==> src/rtl/rns_sub_scheduler_pkg.sv <==
// Shared RNS definitions: residue width, FSM encodings
// and the default moduli set used by the channel schedulers.
package rns_sub_scheduler_pkg;

  localparam int RNS_W = 6;

  localparam logic [1:0] S_IDLE = 2'd0;
  localparam logic [1:0] S_SUB  = 2'd1;
  localparam logic [1:0] S_CORR = 2'd2;
  localparam logic [1:0] S_DONE = 2'd3;

  localparam logic [4*RNS_W-1:0] DEF_MODULI =
    {6'd63, 6'd61, 6'd59, 6'd55};

  // 64 - m, so that d - (64 - m) == d + m mod 64
  function automatic logic [RNS_W-1:0] neg_mod(
    input logic [RNS_W-1:0] m
  );
    return ~m + 1'b1;
  endfunction

endpackage

==> src/rtl/rns_sub_scheduler_if.sv <==
// Operand/result handshake bundle between the RNS
// operand register file and the reverse-conversion stage.
interface rns_sub_scheduler_if #(
  parameter int NUM_CH = 4
);
  import rns_sub_scheduler_pkg::*;

  logic                    in_valid;
  logic                    in_ready;
  logic [RNS_W*NUM_CH-1:0] in_a;
  logic [RNS_W*NUM_CH-1:0] in_b;
  logic                    out_valid;
  logic                    out_ready;
  logic [RNS_W*NUM_CH-1:0] out_r;
  logic                    out_err;
  logic                    busy;

  modport master (
    output in_valid, in_a, in_b, out_ready,
    input  in_ready, out_valid, out_r, out_err, busy
  );

  modport slave (
    input  in_valid, in_a, in_b, out_ready,
    output in_ready, out_valid, out_r, out_err, busy
  );

endinterface

==> src/rtl/rns_sub_scheduler_subtractor.sv <==
// Shared 6-bit two's-complement subtractor (SUBTRACTOR_6_BIT),
// time-shared by the scheduler across all residue channels.
module rns_sub_scheduler_subtractor
  import rns_sub_scheduler_pkg::*;
(
  input  logic [RNS_W-1:0] i_a,
  input  logic [RNS_W-1:0] i_b,
  output logic [RNS_W-1:0] o_d
);

  assign o_d = i_a + ~i_b + 1'b1;

endmodule

==> src/rtl/rns_sub_scheduler.sv <==
// Sequences one RNS modular subtraction (a - b) mod m_i,
// one channel per cycle plus one correction cycle per borrow.
module rns_sub_scheduler
  import rns_sub_scheduler_pkg::*;
#(
  parameter int NUM_CH = 4,
  parameter logic [RNS_W*NUM_CH-1:0] MODULI = DEF_MODULI
) (
  input logic               clk,
  input logic               rst,
  rns_sub_scheduler_if.slave bus
);

  localparam int VW = RNS_W * NUM_CH;
  localparam int CW = (NUM_CH > 1) ? $clog2(NUM_CH) : 1;
  localparam logic [CW-1:0] LAST = CW'(NUM_CH - 1);

  logic [1:0]       r_state;
  logic [CW-1:0]    r_ch;
  logic [VW-1:0]    r_a;
  logic [VW-1:0]    r_b;
  logic [VW-1:0]    r_r;
  logic [RNS_W-1:0] r_d;
  logic             r_err;

  logic [RNS_W-1:0] w_ach;
  logic [RNS_W-1:0] w_bch;
  logic [RNS_W-1:0] w_mch;
  logic [RNS_W-1:0] w_sa;
  logic [RNS_W-1:0] w_sb;
  logic [RNS_W-1:0] w_d;
  logic             w_borrow;
  logic             w_range_err;
  logic             w_in_fire;
  logic             w_out_fire;
  logic             w_wr;
  logic             w_last;

  always_comb begin
    w_ach = '0;
    w_bch = '0;
    w_mch = '0;
    for (int i = 0; i < NUM_CH; i++) begin
      if (r_ch == CW'(i)) begin
        w_ach = r_a[RNS_W*i +: RNS_W];
        w_bch = r_b[RNS_W*i +: RNS_W];
        w_mch = MODULI[RNS_W*i +: RNS_W];
      end
    end
  end

  always_comb begin
    w_range_err = 1'b0;
    for (int i = 0; i < NUM_CH; i++) begin
      w_range_err = w_range_err
        | (bus.in_a[RNS_W*i +: RNS_W]
           >= MODULI[RNS_W*i +: RNS_W])
        | (bus.in_b[RNS_W*i +: RNS_W]
           >= MODULI[RNS_W*i +: RNS_W]);
    end
  end

  // Single operand pair into the shared subtractor
  always_comb begin
    w_sa = '0;
    w_sb = '0;
    unique case (1'b1)
      (r_state == S_SUB): begin
        w_sa = w_ach;
        w_sb = w_bch;
      end
      (r_state == S_CORR): begin
        w_sa = r_d;
        w_sb = neg_mod(w_mch);
      end
      default: begin
        w_sa = '0;
        w_sb = '0;
      end
    endcase
  end

  rns_sub_scheduler_subtractor u_sub (
    .i_a (w_sa),
    .i_b (w_sb),
    .o_d (w_d)
  );

  assign w_borrow   = (w_ach < w_bch);
  assign w_in_fire  = bus.in_valid & (r_state == S_IDLE);
  assign w_out_fire = bus.out_ready & (r_state == S_DONE);
  assign w_last     = (r_ch == LAST);
  assign w_wr       = ((r_state == S_SUB) & ~w_borrow)
                    | (r_state == S_CORR);

  always_ff @(posedge clk) begin
    if (rst) begin
      r_state <= S_IDLE;
      r_ch    <= '0;
      r_a     <= '0;
      r_b     <= '0;
      r_r     <= '0;
      r_d     <= '0;
      r_err   <= 1'b0;
    end else begin
      if (w_wr) begin
        for (int i = 0; i < NUM_CH; i++) begin
          if (r_ch == CW'(i))
            r_r[RNS_W*i +: RNS_W] <= w_d;
        end
      end
      case (r_state)
        S_IDLE: begin
          if (w_in_fire) begin
            r_a     <= bus.in_a;
            r_b     <= bus.in_b;
            r_err   <= w_range_err;
            r_ch    <= '0;
            r_state <= S_SUB;
          end
        end
        S_SUB: begin
          if (w_borrow) begin
            r_d     <= w_d;
            r_state <= S_CORR;
          end else if (w_last) begin
            r_state <= S_DONE;
          end else begin
            r_ch    <= r_ch + 1'b1;
          end
        end
        S_CORR: begin
          if (w_last) begin
            r_state <= S_DONE;
          end else begin
            r_ch    <= r_ch + 1'b1;
            r_state <= S_SUB;
          end
        end
        S_DONE: begin
          if (w_out_fire)
            r_state <= S_IDLE;
        end
        default: r_state <= S_IDLE;
      endcase
    end
  end

  assign bus.in_ready  = (r_state == S_IDLE);
  assign bus.out_valid = (r_state == S_DONE);
  assign bus.busy      = (r_state != S_IDLE);
  assign bus.out_r     = r_r;
  assign bus.out_err   = r_err;

endmodule
==> src/flat_wrapper.sv <==
// flat-port wrapper written by rule: the top's interface ports become plain ports
module rns_sub_scheduler_flat import rns_sub_scheduler_pkg::*;
#(
  parameter int NUM_CH = 4,
  parameter logic [RNS_W*NUM_CH-1:0] MODULI = DEF_MODULI
)
  (clk, rst, bus_in_valid, bus_in_a, bus_in_b, bus_out_ready, bus_in_ready, bus_out_valid, bus_out_r, bus_out_err, bus_busy);
  rns_sub_scheduler_if #(.NUM_CH(NUM_CH)) bus_i ();
  input logic clk;
  input logic rst;
  input wire logic [$bits(bus_i.in_valid)-1:0] bus_in_valid;
  input wire logic [$bits(bus_i.in_a)-1:0] bus_in_a;
  input wire logic [$bits(bus_i.in_b)-1:0] bus_in_b;
  input wire logic [$bits(bus_i.out_ready)-1:0] bus_out_ready;
  output wire logic [$bits(bus_i.in_ready)-1:0] bus_in_ready;
  output wire logic [$bits(bus_i.out_valid)-1:0] bus_out_valid;
  output wire logic [$bits(bus_i.out_r)-1:0] bus_out_r;
  output wire logic [$bits(bus_i.out_err)-1:0] bus_out_err;
  output wire logic [$bits(bus_i.busy)-1:0] bus_busy;
  assign bus_i.in_valid = bus_in_valid;
  assign bus_i.in_a = bus_in_a;
  assign bus_i.in_b = bus_in_b;
  assign bus_i.out_ready = bus_out_ready;
  assign bus_in_ready = bus_i.in_ready;
  assign bus_out_valid = bus_i.out_valid;
  assign bus_out_r = bus_i.out_r;
  assign bus_out_err = bus_i.out_err;
  assign bus_busy = bus_i.busy;
  rns_sub_scheduler #(.NUM_CH(NUM_CH), .MODULI(MODULI)) u_core (.clk(clk), .rst(rst), .bus(bus_i));
endmodule
==> config.mk <==
export PLATFORM = sky130hd
export DESIGN_NAME = rns_sub_scheduler_flat
export DESIGN_NICKNAME = d
export VERILOG_FILES = /design/src/rtl/rns_sub_scheduler_pkg.sv /design/src/rtl/rns_sub_scheduler_if.sv /design/src/rtl/rns_sub_scheduler_subtractor.sv /design/src/rtl/rns_sub_scheduler.sv /design/src/flat_wrapper.sv
export SDC_FILE = /design/constraint.sdc
export NUM_CORES = 1
export LEC_CHECK = 0
export ABC_AREA = 1
export ABC_CLOCK_PERIOD_IN_PS = 5600
export CAP_MARGIN = 40
export CORE_ASPECT_RATIO = 1.75
export CORE_UTILIZATION = 40
export CTS_BUF_LIST = sky130_fd_sc_hd__clkbuf_16
export CTS_CLUSTER_DIAMETER = 60
export DETAILED_ROUTE_END_ITERATION = 6
export PLACE_DENSITY = 0.67
export SYNTH_ARGS = -nofsm -noshare
export SYNTH_HDL_FRONTEND = slang
export SYNTH_SLANG_ARGS = --single-unit
export TNS_END_PERCENT = 20
==> constraint.sdc <==
create_clock -name clk -period 5.6 [get_ports clk]
set_clock_uncertainty 0.1 [all_clocks]
set_input_delay 1.12 -clock clk [delete_from_list [all_inputs] [get_ports clk]]
set_output_delay 1.12 -clock clk [all_outputs]
set_load 0.01 [all_outputs]
==> impl_metrics.toml, run 1 <==
[setup_path]
setup.worst_path.end_class = "flop"
critical_path_required_ps = 5740
critPathKind = "flop to flop"
startpoint_type = "flop"
critical_path_arrival_ps = 4300
crit_fanout = 34

[timing]
total_setup_violations_reported_at_the_end_of_the_flow = 0
worst_slew_pin_slew_ps = 859
hold_ws_ps = 378
fmax_ghz = 0.240
unrepaired_setup_endpoints_after_global_routing = "false"
finalHoldViolations = 0
finalCriticalPeriod_ps = 4160
maxSlewHeadroom_pct = 42.7
final_count_of_pins_violating_max_slew = 0
finalCritPeriodShare_pct = 74.3
fin_tns_setup_ps = 0

[cells_and_area]
fillers = 1032
final_core_utilization_pct = 52.6
antenna_cells = 0
final_layout_size_suffix_gt1_share_pct = 4.35
area_used_by_sequential_logic_in_the_layout_um2 = 1660
final_cells = 816
area_of_combinational_cells_with_multiple_inputs_um2 = 2290
total_nets_final = 759
layout-area-overhead-vs-synth_pct = 27.0
final_cell_area_um2 = 5450

[logic_synthesis]
post_synth_inst_count = 626
synthesized_netlist_net_count = 701
yosysUniqueCellTypes = 33
avgSynthCellArea_um2 = 6.86
ys_ff_latch = 83
synth-warning-count = 0
synth-main-ff-cell = "dfxtp_1"
ys_seq_area_share_pct = 38.7
syn_area_um2 = 4290
synth_edf_count = 0
postSynth.asyncResetShare_pct = 0

[grt]
grt_pass1_wl_mm = 19.1
antenna_found_initial = 0
grt_pass1_vias = 4039
grt_start_max_net_pins = 50
globalRouteTotalUtil_pct = 22.1
grt.overflow.total = 0

[floorplanning]
start_util_pct = 41.4
dieArea_um2 = 11200
dieWidth_um = 80.3
placeableCoreArea_um2 = 10400
pin_count = 80
fp-row-count = 49
die_height_um = 139

[clocking]
clk_root_buffer_cell = "clkbuf_16"
clock_pin_slew_reported_for_the_worst_setup_and_hold_paths_after_clock_tree_synthesis_ps = 60
cts-htree-levels = 3
tritoncts_sinks = 83
tritoncts.num_buffers = 9
clkLatencyLatePin_ps = 340
cts.repair.resized = 0
max-clock-path-buffers = 2
post-cts-setup-buffer-count = 0
clock_tree_from_tritoncts = "built"
hold_buffers = 0

[placement]
gp_routability_congestion = 0.912
port-buffer-count = 79
place_area_um2 = 5110
place.detailed.instances = 800
detailed_place_hpwl_mm = 8.64

[hold_path]
worst_hold_path_type = "flop to flop"

[power_and_ir_drop]
peakVddDrop_mv = 0.263
power.leakage_nw = 2.31
pwr_density_cell_nw_per_um2 = 520

[drt]
postRouteAntennaNets = 0
detail_route.wirelength_mm = 11.4
residual_drc_count = 0
1st_iter_drt_viols = 229
num_vias = 4188
drt_pass1_iterations = 5
detail_route.wl_per_cell_um = 13.9
vias_per_cell = 5.13

[job]
maxCapViolCount = 0

[outcome]
outcome = "finished, final reports clean"
## critical path, stage by stage (launching register included)
cell      delay [ps]
dfxtp_1          370
inv_1            150
ha_1             730
inv_1            370
nand3_1          170
nand2_1           70
o21ai_0           70
o21ai_0          190
ha_1             390
a21oi_1          160
nor2_1            60
a211oi_1         350
nand2_2          140
nand2_4           90
nand2_4          200
nand2_1          250
nand2_1           70
nand2_1           60
nor2_1            40
## kinds of logic after synthesis
group | synth area share [%]
AOI/OAI and AO/OA | 17.3
xor gates and xnor gates | 0.612
adders and majority gates | 6.88
buffers and inverters | 8.04
DFF | 38.7
and+or+nand+nor | 28.5
## final timing paths
path	start	endpoint	slack (ps)	cells after the start
worst max-delay path	u_core.r_ch[1]	u_core.bus.out_r[22]	1440	18
worst min-delay path	u_core.r_d[4]	u_core.r_d[4]	380	2
worst max register to register	u_core.r_ch[1]	u_core.bus.out_r[22]	1440	18
worst min register to register	u_core.r_d[4]	u_core.r_d[4]	380	2
## per-stage QoR
stage | total power, mW | setup slack [ps]
5_1_grt | 3.06 | 1020
2_1_floorplan | 1.82 | 2480
3_3_place_gp | 2.12 | 1590
3_5_place_dp | 2.16 | 1480
4_1_cts | 2.85 | 1410
6_report | 2.84 | 1440
## registers in the layout (all words and copies together) (netlist names)
signal / cells
u_core.bus.out_r: 24
u_core.r_a: 24
u_core.r_b: 24
u_core.r_d: 6
u_core.r_ch: 2
u_core.r_state: 2
u_core.bus.out_err: 1
## cell usage after synthesis, types with 2 or more instances
cell type / instances / area (µm²)
nor2_1: 142 / 533
nand2_1: 107 / 402
dfxtp_1: 83 / 1660
o21ai_0: 70 / 350
a21oi_1: 57 / 285
inv_1: 38 / 143
nand3_1: 35 / 175
ha_1: 22 / 275
clkbuf_1: 18 / 67.6
buf_2: 9 / 45.0
buf_6: 5 / 56.3
nand4_1: 5 / 31.3
buf_1: 3 / 11.3
nand3_2: 3 / 30.0
o22ai_1: 3 / 18.8
buf_4: 2 / 15.0
nand2_2: 2 / 12.5
nand2_4: 2 / 22.5
nor3_1: 2 / 10.0
o2111ai_1: 2 / 17.5
o21bai_1: 2 / 15.0
o31ai_1: 2 / 15.0
xor2_1: 2 / 17.5
## power by group
group / internal (mW) / switching [mW]
logic: 0.476 / 0.842
clock network: 0.436 / 0.244
registers: 0.745 / 0.0939
total: 1.66 / 1.18
## routing by layer
| metal | up-vias | wire length [µm] | part of all wire, % | GRT usage (%) |
|---|---|---|---|---|
| li1 | 2155 | - | - | - |
| met1 | 1893 | 4430 | 39 | 23.3 |
| met3 | 35 | 369 | 3.2 | 3.29 |
| met4 | 0 | 512 | 4.5 | 13.3 |
| met5 | - | 0 | 0 | 0 |
| met2 | 105 | 6050 | 53 | 39.9 |
## layout by cell type (no fill, tap or decap)
cell type        instances
xnor2_1                  1
ha_1                    22
a22oi_1                  1
clkinv_2                 1
inv_6                    1
buf_4                    3
buf_6                    1
clkinv_1                 1
xor2_1                   2
o22ai_1                  3
nor3_1                   2
a21oi_2                  1
clkinv_4                 1
fa_1                     1
nand3_1                 35
o211ai_1                 1
nand3_2                  3
o311ai_0                 1
nor2_1                 142
nand2_4                  2
a211oi_1                 1
nand4_1                  5
nand2_2                  2
inv_1                   39
or2_2                    1
inv_2                    1
nand2_1                107
o21ai_0                 70
a21oi_1                 57
o31ai_1                  2
o2111ai_1                2
bufinv_16                3
clkdlybuf4s50_1         79
clkbuf_16                9
o21bai_1                 2
dfxtp_1                 83
buf_16                   1
## area by class of cell
type | count | area share (%)
sequential | 83 | 30.5
clock inverter | 7 | 2.13
clock buffer | 9 | 4.13
multi-input combinational | 466 | 41.9
tap | 127 | 2.92
timing repair buffer | 84 | 15.6
inverter | 40 | 2.75
(Power assumes the default switching activity.)
==> run 2: changes to the inputs <==
--- a/config.mk
+++ b/config.mk
@@ -6,7 +6,7 @@
 export NUM_CORES = 1
 export LEC_CHECK = 0
 export ABC_AREA = 1
-export ABC_CLOCK_PERIOD_IN_PS = 5600
+export ABC_CLOCK_PERIOD_IN_PS = 4310
 export CAP_MARGIN = 40
 export CORE_ASPECT_RATIO = 1.75
 export CORE_UTILIZATION = 40
==> constraint.sdc (replaced) <==
create_clock -name clk -period 4.31 [get_ports clk]
set_clock_uncertainty 0.1 [all_clocks]
set_input_delay 0.862 -clock clk [delete_from_list [all_inputs] [get_ports clk]]
set_output_delay 0.862 -clock clk [all_outputs]
set_load 0.01 [all_outputs]
==> run 2 against run 1 <==
Clock power rose by 19%. Critical path depth did not move. Utilization fell by 0.18 points. Count of clock-buffer cells in the layout did not move. Sequential cell count did not move. Global-route usage fell by 0.29 points. Total power rose by 28%. Sequential share of layout area rose by 0.11 points. Cell count rose by 0.49%. Cell area fell by 0.34%. Wire length rose by 1.1%. First-iteration DRC count fell by 29%. Critical path type unchanged. Critical endpoint is now u_core.bus.out_r[2]. Highest routed layer unchanged.
==> impl_metrics.toml, run 2 (same netlist as run 1, synthesis figures left out) <==
[outcome]
outcome = "finished, final reports clean"

[clocking]
clk_root_buffer_cell = "clkbuf_16"
clock_tree_from_tritoncts = "built"
post-cts-setup-buffer-count = 0
hold_buffers = 0
clock_pin_slew_reported_for_the_worst_setup_and_hold_paths_after_clock_tree_synthesis_ps = 60
tritoncts_sinks = 83
max-clock-path-buffers = 2
clkLatencyLatePin_ps = 340
tritoncts.num_buffers = 9
cts-htree-levels = 3
cts.repair.resized = 0

[setup_path]
timing.reg2reg.setup_slack_ps = 500
critical_path_required_ps = 4440
startpoint_type = "flop"
crit_fanout = 34
crit-reg2reg-launch = "u_core.r_ch[1]"
critPathKind = "flop to flop"
critical_path_arrival_ps = 3940
reg2regPathDepth = 18
setup.worst_path.end_class = "flop"
worstReg2RegEnd = "u_core.bus.out_r[2]"

[power_and_ir_drop]
totalPowerFinal_mw = 3.63
pwr_density_cell_nw_per_um2 = 669
peakVddDrop_mv = 0.355
power.leakage_nw = 2.30

[drt]
postRouteAntennaNets = 0
detail_route.wirelength_mm = 11.5
detail_route.wl_per_cell_um = 14.0
routed.top_layer = "met4"
residual_drc_count = 0
drt-met1-wl_mm = 4.44
route.met2.wl_mm = 6.39
1st_iter_drt_viols = 162
num_vias = 4199
routed-wl-met3_um = 330
drt_pass1_iterations = 4
vias_per_cell = 5.12

[timing]
finalCriticalPeriod_ps = 3810
unrepaired_setup_endpoints_after_global_routing = "false"
worst_slack_ps = 500
worst_slew_pin_slew_ps = 532
finalHoldViolations = 0
fin_tns_setup_ps = 0
fmax_ghz = 0.262
total_setup_violations_reported_at_the_end_of_the_flow = 0
maxSlewHeadroom_pct = 64.1
finalCritPeriodShare_pct = 88.4
final_count_of_pins_violating_max_slew = 0
hold_ws_ps = 370

[hold_path]
startpoint_of_the_lowest_slack_hold_path = "u_core.r_b[6]"
worst_hold_path_type = "flop to flop"
endpoint_with_the_worst_hold_slack = "u_core.r_b[6]"
min_delay_path_depth = 2

[cells_and_area]
final_layout_size_suffix_gt1_share_pct = 4.76
mostFrequentLayoutCell = "nor2_1"
final_core_utilization_pct = 52.4
total_nets_final = 763
layout-area-overhead-vs-synth_pct = 26.5
antenna_cells = 0
most-common-layout-cells = "nor2_1, nand2_1, dfxtp_1"
final_cell_area_um2 = 5430
final_cells = 820

[placement]
place.detailed.instances = 804
place_area_um2 = 5110
gp_routability_congestion = 0.893
post_placement_setup_slack_ps = 531
detailed_place_hpwl_mm = 8.90
port-buffer-count = 79

[floorplanning]
dieArea_um2 = 11200
die_height_um = 139
pin_count = 80
start_util_pct = 41.4
placeableCoreArea_um2 = 10400
dieWidth_um = 80.3
fp-row-count = 49

[grt]
grt_pass1_wl_mm = 18.7
grt_pass1_vias = 3965
grt_start_max_net_pins = 50
grt.overflow.total = 0
globalRouteTotalUtil_pct = 21.8
antenna_found_initial = 0

[job]
maxCapViolCount = 0
[run 2: cell types whose count changed in the layout (fill, tap and decap cells not counted), sizes merged]
cell and change:
buf +4, bufinv -1, clkinv +1, clkinvlp +1, inv -1
[run 2: layout make-up]
cell class                      instances  area, µm²
Clock inverter                          7       91.3
Multi-Input combinational cell        466       2290
Sequential cell                        83       1660
Timing Repair Buffer                   88        858
Clock buffer                            9        225
Fill cell                            1043       4930
Inverter                               40        150
Tap cell                              127        159
[run 2: critical path: stages (launching register included)]
cell and delay (ps):
dfxtp_1 440, inv_1 130, ha_1 220, inv_1 270, nand3_1 120, nand2_1 100
o21ai_0 70, o21ai_0 440, ha_1 340, a21oi_1 180, nor2_1 60, a211oi_1 370
nand2_2 150, nand2_4 90, nand2_4 190, nand2_1 240, nand2_1 80, nand2_1 60
nor2_1 40
[run 2: layer usage]
metal | track usage (%) | vias to the layer above
li1 | - | 2162
met1 | 22.8 | 1917
met2 | 40.8 | 98
met3 | 4.01 | 22
met4 | 9.59 | 0
met5 | 0 | -
[run 2: worst max path at each step]
stage,start,end,slack (ps),cells after the start
finish,u_core.r_ch[1],u_core.bus.out_r[2],500,18
global route,u_core.r_ch[1],u_core.bus.out_r[3],210,18
CTS,u_core.r_ch[1],u_core.bus.out_r[2],510,18
detailed placement,u_core.r_ch[1],u_core.bus.out_r[2],530,18
global placement,u_core.r_ch[1],u_core.bus.out_r[4],620,18
floorplan,u_core.r_ch[0],u_core.bus.out_r[5],1190,19
[run 2: where the power goes]
group	internal [mW]	total [mW]	switching, mW	leakage [nW]
Combinational	0.624	1.73	1.11	1.46
Sequential	0.968	1.09	0.121	0.682
Clock	0.506	0.810	0.304	0.152
==> run 3: changes to the inputs <==
--- a/config.mk
+++ b/config.mk
@@ -14,6 +14,7 @@
 export CTS_CLUSTER_DIAMETER = 60
 export DETAILED_ROUTE_END_ITERATION = 6
 export PLACE_DENSITY = 0.67
+export SKIP_CTS_REPAIR_TIMING = 1
 export SYNTH_ARGS = -nofsm -noshare
 export SYNTH_HDL_FRONTEND = slang
 export SYNTH_SLANG_ARGS = --single-unit
==> results of run 3 <==
Final layout, timing and power as in run 2 (identical DEF).
